**src/rtl/grf_bypass.sv**
```systemverilog
// grf_bypass: 32 x 32-bit general register file with same-cycle write bypass.
//
// Ports:
//   clk      rising-edge clock for all register state
//   reset    asynchronous active-high reset; clears every register at once
//   WE       writeback write enable
//   A1, A2   combinational read addresses (rs / rt)
//   A3       writeback address (0 = discard)
//   WD       writeback data
//   WPC      PC of the writing-back instruction, used only by the trace
//   RD1, RD2 read data; return WD when the port address matches a live write
//
// Parameter:
//   TRACE_EN 1 prints one trace line per enabled write edge in simulation.
module grf_bypass #(
  parameter int TRACE_EN = 1
) (
  input  logic        clk,
  input  logic        reset,
  input  logic        WE,
  input  logic [4:0]  A1,
  input  logic [4:0]  A2,
  input  logic [4:0]  A3,
  input  logic [31:0] WD,
  input  logic [31:0] WPC,
  output logic [31:0] RD1,
  output logic [31:0] RD2
);

  logic [31:0][31:0] regs_q, regs_d;
  logic              wr_en;

  // A write to $0 is architecturally discarded, so it neither updates state
  // nor qualifies for the bypass. An unknown WE resolves to "no write" in the
  // if-statements below, keeping X/Z off the stored state.
  assign wr_en = WE && (A3 != 5'd0);

  always_comb begin
    regs_d = regs_q;
    if (wr_en) regs_d[A3] = WD;
    regs_d[0] = '0;
  end

  always_ff @(posedge clk or posedge reset) begin
    if (reset) regs_q <= '0;
    else       regs_q <= regs_d;
  end

  // Reads are combinational; the bypass hands the consumer the value that
  // the current edge is about to commit. Reset forces both ports to zero.
  always_comb begin
    RD1 = '0;
    if (!reset && (A1 != 5'd0)) begin
      if (wr_en && (A1 == A3)) RD1 = WD;
      else                     RD1 = regs_q[A1];
    end
  end

  always_comb begin
    RD2 = '0;
    if (!reset && (A2 != 5'd0)) begin
      if (wr_en && (A2 == A3)) RD2 = WD;
      else                     RD2 = regs_q[A2];
    end
  end

`ifndef SYNTHESIS
  // Writeback trace; also reports $0 writes even though they are dropped.
  always @(posedge clk) begin
    if ((TRACE_EN != 0) && (reset === 1'b0) && (WE === 1'b1))
      $display("@%h: $%2d <= %h", WPC, A3, WD);
  end
`endif

endmodule

```
**config.mk**
```make
export PLATFORM = sky130hd
export DESIGN_NAME = grf_bypass
export DESIGN_NICKNAME = d
export VERILOG_FILES = /design/src/rtl/grf_bypass.sv
export SDC_FILE = /design/constraint.sdc
export NUM_CORES = 2
export LEC_CHECK = 0
export CAP_MARGIN = 20
export CORE_ASPECT_RATIO = 0.8
export CORE_MARGIN = 1.5
export CORE_UTILIZATION = 57
export DETAILED_ROUTE_END_ITERATION = 10
export GPL_TIMING_DRIVEN = 0
export PLACE_DENSITY_LB_ADDON = 0.1
export SLEW_MARGIN = 20
export SYNTH_ARGS = -nofsm -noshare
export SYNTH_HDL_FRONTEND = slang
export SYNTH_SLANG_ARGS = --single-unit
```
**constraint.sdc**
```tcl
create_clock -name clk -period 37.1 [get_ports clk]
set_input_delay 7.42 -clock clk [delete_from_list [all_inputs] [get_ports clk]]
set_output_delay 7.42 -clock clk [all_outputs]
set_load 0.01 [all_outputs]
```
Word-level counts from Yosys, hierarchy flattened
Index checks and enable logic that the tools add are counted.
W data, S select, Z words.
{"block": "classes", "order_cmp": 4, "n_eq_ne": 2, "mux": 11, "reduce_logical": 10}
{"op": "$bwmux W1024", "count": 1}
{"op": "$bmux W32 S5", "count": 2}
{"op": "$mux W32", "count": 7}
{"op": "$demux W32 S5", "count": 1}
{"op": "$lt A5 B6 Y1 const B", "count": 3}
{"op": "$reduce_bool A5 Y1", "count": 3}
{"op": "$eq A5 B5 Y1", "count": 2}
{"op": "$logic_and A1 B1 Y1", "count": 6}
{"op": "$ge A5 B1 Y1 const B", "count": 1}
{"op": "$logic_not A1 Y1", "count": 1}
{"block": "word_totals", "register_bits": 992, "in_bits": 82, "output_inout_bits": 64, "word_cells": 58}

Depth between registers and ports, before layout
{"block": "depth", "depth_word": 5, "depth_mapped": 9, "mapped_depth_nobuf": 5}

Worst setup path before layout
No wires, ideal clock.
{"block": "synth_path", "path_type": "input to output", "startpoint": "in reset", "endpoint": "out RD1[30]", "t_arrival_ps": 31285, "path_slack_ps": -1605, "stages": 5, "path_buffers": 1, "path_cell_list": "inv_1 o211ai_2 buf_4 a211o_1 o211ai_1"}
{"block": "synth_between", "elab_chain_len": 3}
{"element": "start: declaration", "line_no": "19", "text": "input logic reset,"}
{"element": "$logic_not A1 Y1", "line_no": "53", "text": "if (!reset && (A1 != 5'd0)) begin"}
{"element": "$logic_and A1 B1 Y1", "line_no": "53"}
{"element": "$mux W32", "line_no": "53"}
{"element": "end: declaration", "line_no": "26", "text": "output logic [31:0] RD1,"}
No other way between the ends.

Worst setup path after layout
{"block": "layout_path", "startpoint": "in A1[2]", "endpoint": "out RD1[2]"}
{"block": "layout_between", "elab_chain_len": 4, "word_cells_on_any_way": 8}
{"element": "start: declaration", "line_no": "21", "text": "input logic [4:0] A1,"}
{"element": "$bmux W32 S5 or $eq A5 B5 Y1 (tied branches)", "line_no": "55, 54"}
{"element": "$mux W32 (not written as such) or $logic_and A1 B1 Y1 (tied branches)", "line_no": "55, 54"}
{"element": "$mux W32", "line_no": "54", "text": "if (wr_en && (A1 == A3)) RD1 = WD;"}
{"element": "$mux W32 *", "line_no": "53"}
Mark *: on every way between the ends. The rest lies on a longest branch, timed or not. The select of a mux whose other input is x is not followed.

==> impl_metrics.sql <==
INSERT INTO impl_metrics (metric_group, metric, value, unit) VALUES
('run_status', 'outcome', 'complete, no violations', ''),
('timing', 'holdWs', '527', 'ps'),
('finish', 'reg_top3', 'regs_q (992)', ''),
('floorplan', 'io-pin-count', '146', ''),
('synth', 'syn_area_per_cell', '14.5', 'um2'),
('synth', 'yosysTopAreaCellShare', '0.460', ''),
('clock_network', 'cts_post_setup_buffers_inserted', '0', ''),
('timing', 'grt_setup_unrepaired', 'false', ''),
('floorplan', 'design.core.area', '0.0935', 'mm2'),
('setup_path', 'cp_data_required_time', '29680', 'ps'),
('finish', 'largest_register_ffs', '992', ''),
('timing', 'finalHoldViolCount', '0', ''),
('floorplan', 'floorplan.rows', '100', ''),
('finish', 'syn_to_final_growth', '13.3', '%'),
('route', 'drt_wl_total', '256000', 'um'),
('route', 'met3RoutedLength', '46900', 'um'),
('synth', 'synth_seq_cells', '992', ''),
('clock_network', 'cts_inserted_buffers', '103', ''),
('timing', 'drv_slew', '0', ''),
('floorplan', 'die_area', '0.0965', 'mm2'),
('setup_path', 'cell_chain_critical_path', 'clkdlybuf4s50_1 > buf_4 > buf_4 > nor2b_2 > clkbuf_1 > a22oi_1 > a21oi_1 > a211o_1 > clkdlybuf4s50_1', ''),
('timing', 'fin_skew', '0', 'ps'),
('hold_path', 'min_delay_path_depth', '1', ''),
('setup_path', 'critical_path_buf_inv_count', '5', ''),
('timing', 'setup_slack', '17230', 'ps'),
('setup_path', 'timing_worst_setup_path_type', 'in -> out', ''),
('synth', 'synthesis.yosys.warnings', '0', ''),
('setup_path', 'critPathSlowestCell', 'sky130_fd_sc_hd__clkbuf_1', ''),
('global_routing', 'grt_pass1_vias', '39800', ''),
('synth', 'synth_top_flop_cell', 'sky130_fd_sc_hd__dfrtp_1', ''),
('finish', 'leading_cell_type_in_the_layout_fill_and_taps_excluded', 'sky130_fd_sc_hd__mux2_2', ''),
('setup_path', 'worst_r2r_startpoint', 'regs_q[699]', ''),
('power_and_ir_drop', 'leakage_power', '26.5', 'nW'),
('hold_path', 'holdCritStartpoint', 'regs_q[287]', ''),
('setup_path', 'cp_max_fo', '10', ''),
('global_routing', 'antenna_found_initial', '21', ''),
('clock_network', 'cts_tree', 'done', ''),
('hold_path', 'hold-path-endpoint', 'regs_q[287]', ''),
('setup_path', 'worstSetupEndpointType', 'primary output', ''),
('placed_design', 'dp_hpwl', '175000', 'um'),
('timing', 'finalSetupTns', '0', 'ps'),
('global_routing', 'maximum_number_of_pins_on_one_net_before_global_route_repair', '34', ''),
('clock_network', 'clock-sinks', '992', ''),
('synth', 'synthDominantAreaCellType', 'sky130_fd_sc_hd__dfrtp_1', ''),
('clock_network', 'ctsResizeCount', '0', ''),
('setup_path', 'worst-endpoint-arrival', '12450', 'ps'),
('route', 'avgRoutedWirePerCell', '48.4', 'um'),
('finish', 'drive_above_1_share', '0.490', ''),
('clock_network', 'root_buffer', 'sky130_fd_sc_hd__clkbuf_16', ''),
('global_routing', 'grt-ovfl-total', '0', ''),
('route', 'drt-initial-drc-count', '6726', ''),
('floorplan', 'die_h', '278', 'um'),
('synth', 'ranking_of_synthesized_cells_by_area', 'sky130_fd_sc_hd__dfrtp_1, sky130_fd_sc_hd__mux2_2, sky130_fd_sc_hd__mux4_2, sky130_fd_sc_hd__mux2i_1, sky130_fd_sc_hd__buf_2', ''),
('synth', 'synth_cell_types', '66', ''),
('floorplan', 'floorplan.die.width', '347', 'um'),
('route', 'drc', '0', ''),
('floorplan', 'floorplan.initialDensity', '0.577', ''),
('power_and_ir_drop', 'power_per_cell_area', '54.4', 'mW/mm2'),
('synth', 'synth_fp_nets', '3796', ''),
('clock_network', 'clock_insertion_delay_worst_skew', '740', 'ps'),
('timing', 'finalSetupViolations', '0', ''),
('route', 'ant_nets', '0', ''),
('timing', 'finalCritPeriodShare', '0.535', ''),
('route', 'firstDrtPassIters', '6', ''),
('placed_design', 'numPortBuffers', '107', ''),
('placed_design', 'weighted_congestion_reported_at_the_end_of_routability_driven_placement', '1.07', ''),
('synth', 'synthesis.area', '0.0540', 'mm2'),
('synth', 'fraction_of_synthesis_flops_using_an_asynchronous_set_or_reset_pin', '1.00', ''),
('power_and_ir_drop', 'vdd_drop_max', '0.0000476', 'V'),
('timing', 'max_slew_margin', '0.0470', ''),
('setup_path', 'r2r.worst_path.cells', '1', '');
[cells by family (layout without fill, tap and decap cells)]
group	Yosys count	count (layout)	synth area share
AO/OA/AOI/OAI	431	431	0.0598
other	0	18	0
XOR/XNOR	10	10	0.00162
flip-flops	992	992	0.460
AND/OR/NAND/NOR	277	277	0.0255
buffers and inverters	403	738	0.0385
multiplexers	1601	1601	0.415
[metal layers]
metal | vias to the layer above | global-route usage
met1 | 21900 | 0.681
met3 | 914 | 0.340
met2 | 4006 | 0.661
met5 | - | 0.0398
met4 | 26 | 0.321
li1 | 15000 | -
[how the worst max path moves through the flow]
stage          start       to  slack, ps  cells past startpoint
6_report       A1[2]   RD1[2]      17230                      9
2_1_floorplan  reset  RD1[14]       6020                      5
5_1_grt        A2[2]  RD2[19]      17680                      9
4_1_cts        A1[2]  RD1[29]      17690                      9
3_5_place_dp   A1[2]  RD1[29]      17700                      9
3_3_place_gp   reset  RD1[27]      -6970                      7
[cell usage after synthesis, types with 4 or more instances]
cell type                   instances
sky130_fd_sc_hd__xor2_1             7
sky130_fd_sc_hd__mux2_2          1105
sky130_fd_sc_hd__clkbuf_1         159
sky130_fd_sc_hd__mux4_1             8
sky130_fd_sc_hd__nor2b_1           36
sky130_fd_sc_hd__a221o_1            6
sky130_fd_sc_hd__buf_1             31
sky130_fd_sc_hd__buf_6             18
sky130_fd_sc_hd__nor3_1            13
sky130_fd_sc_hd__a22oi_1           58
sky130_fd_sc_hd__nand2b_1          10
sky130_fd_sc_hd__dfrtp_1          992
sky130_fd_sc_hd__a221oi_1          50
sky130_fd_sc_hd__mux4_2           386
sky130_fd_sc_hd__or2_2              4
sky130_fd_sc_hd__o311ai_0           8
sky130_fd_sc_hd__buf_2            137
sky130_fd_sc_hd__mux2i_1          101
sky130_fd_sc_hd__a2111oi_0          7
sky130_fd_sc_hd__o31ai_1           13
sky130_fd_sc_hd__nand2_1           84
sky130_fd_sc_hd__nor4_1            19
sky130_fd_sc_hd__nor3b_1            5
sky130_fd_sc_hd__o31a_1             5
sky130_fd_sc_hd__nor2_1            68
sky130_fd_sc_hd__a22o_1            19
sky130_fd_sc_hd__buf_8              4
sky130_fd_sc_hd__o221ai_1          42
sky130_fd_sc_hd__o22ai_1           57
sky130_fd_sc_hd__a211o_1           23
sky130_fd_sc_hd__o211ai_1           6
sky130_fd_sc_hd__nand3_1           15
sky130_fd_sc_hd__o21ai_0           15
sky130_fd_sc_hd__o41ai_1            6
sky130_fd_sc_hd__inv_1              4
sky130_fd_sc_hd__nand3b_1           4
sky130_fd_sc_hd__a211oi_1          33
sky130_fd_sc_hd__buf_4             44
sky130_fd_sc_hd__a21oi_1           64
[per-stage QoR]
stage | cells | instance area (um2)
2_1_floorplan | 3714 | 54000
3_3_place_gp | 5045 | 56600
3_5_place_dp | 5088 | 57600
4_1_cts | 5272 | 61100
5_1_grt | 5276 | 61100
6_report | 5291 | 61100
[layout make-up]
cell class | count | area, um2
Buffer | 396 | 2120
Sequential cell | 992 | 24800
Timing Repair Buffer | 151 | 2010
Tap cell | 1224 | 1530
Fill cell | 6943 | 32300
Clock buffer | 149 | 3030
Multi-Input combinational cell | 2319 | 27100
Clock inverter | 35 | 458
Antenna cell | 18 | 45.0
Inverter | 7 | 30.0
[power by group]
| group | switching, W | internal [W] |
|---|---|---|
| Clock | 0.000482 | 0.000623 |
| Sequential | 0.000168 | 0.00129 |
| Combinational | 0.000355 | 0.000405 |
| Total | 0.00100 | 0.00232 |
Power figures use the tool's default switching activity.
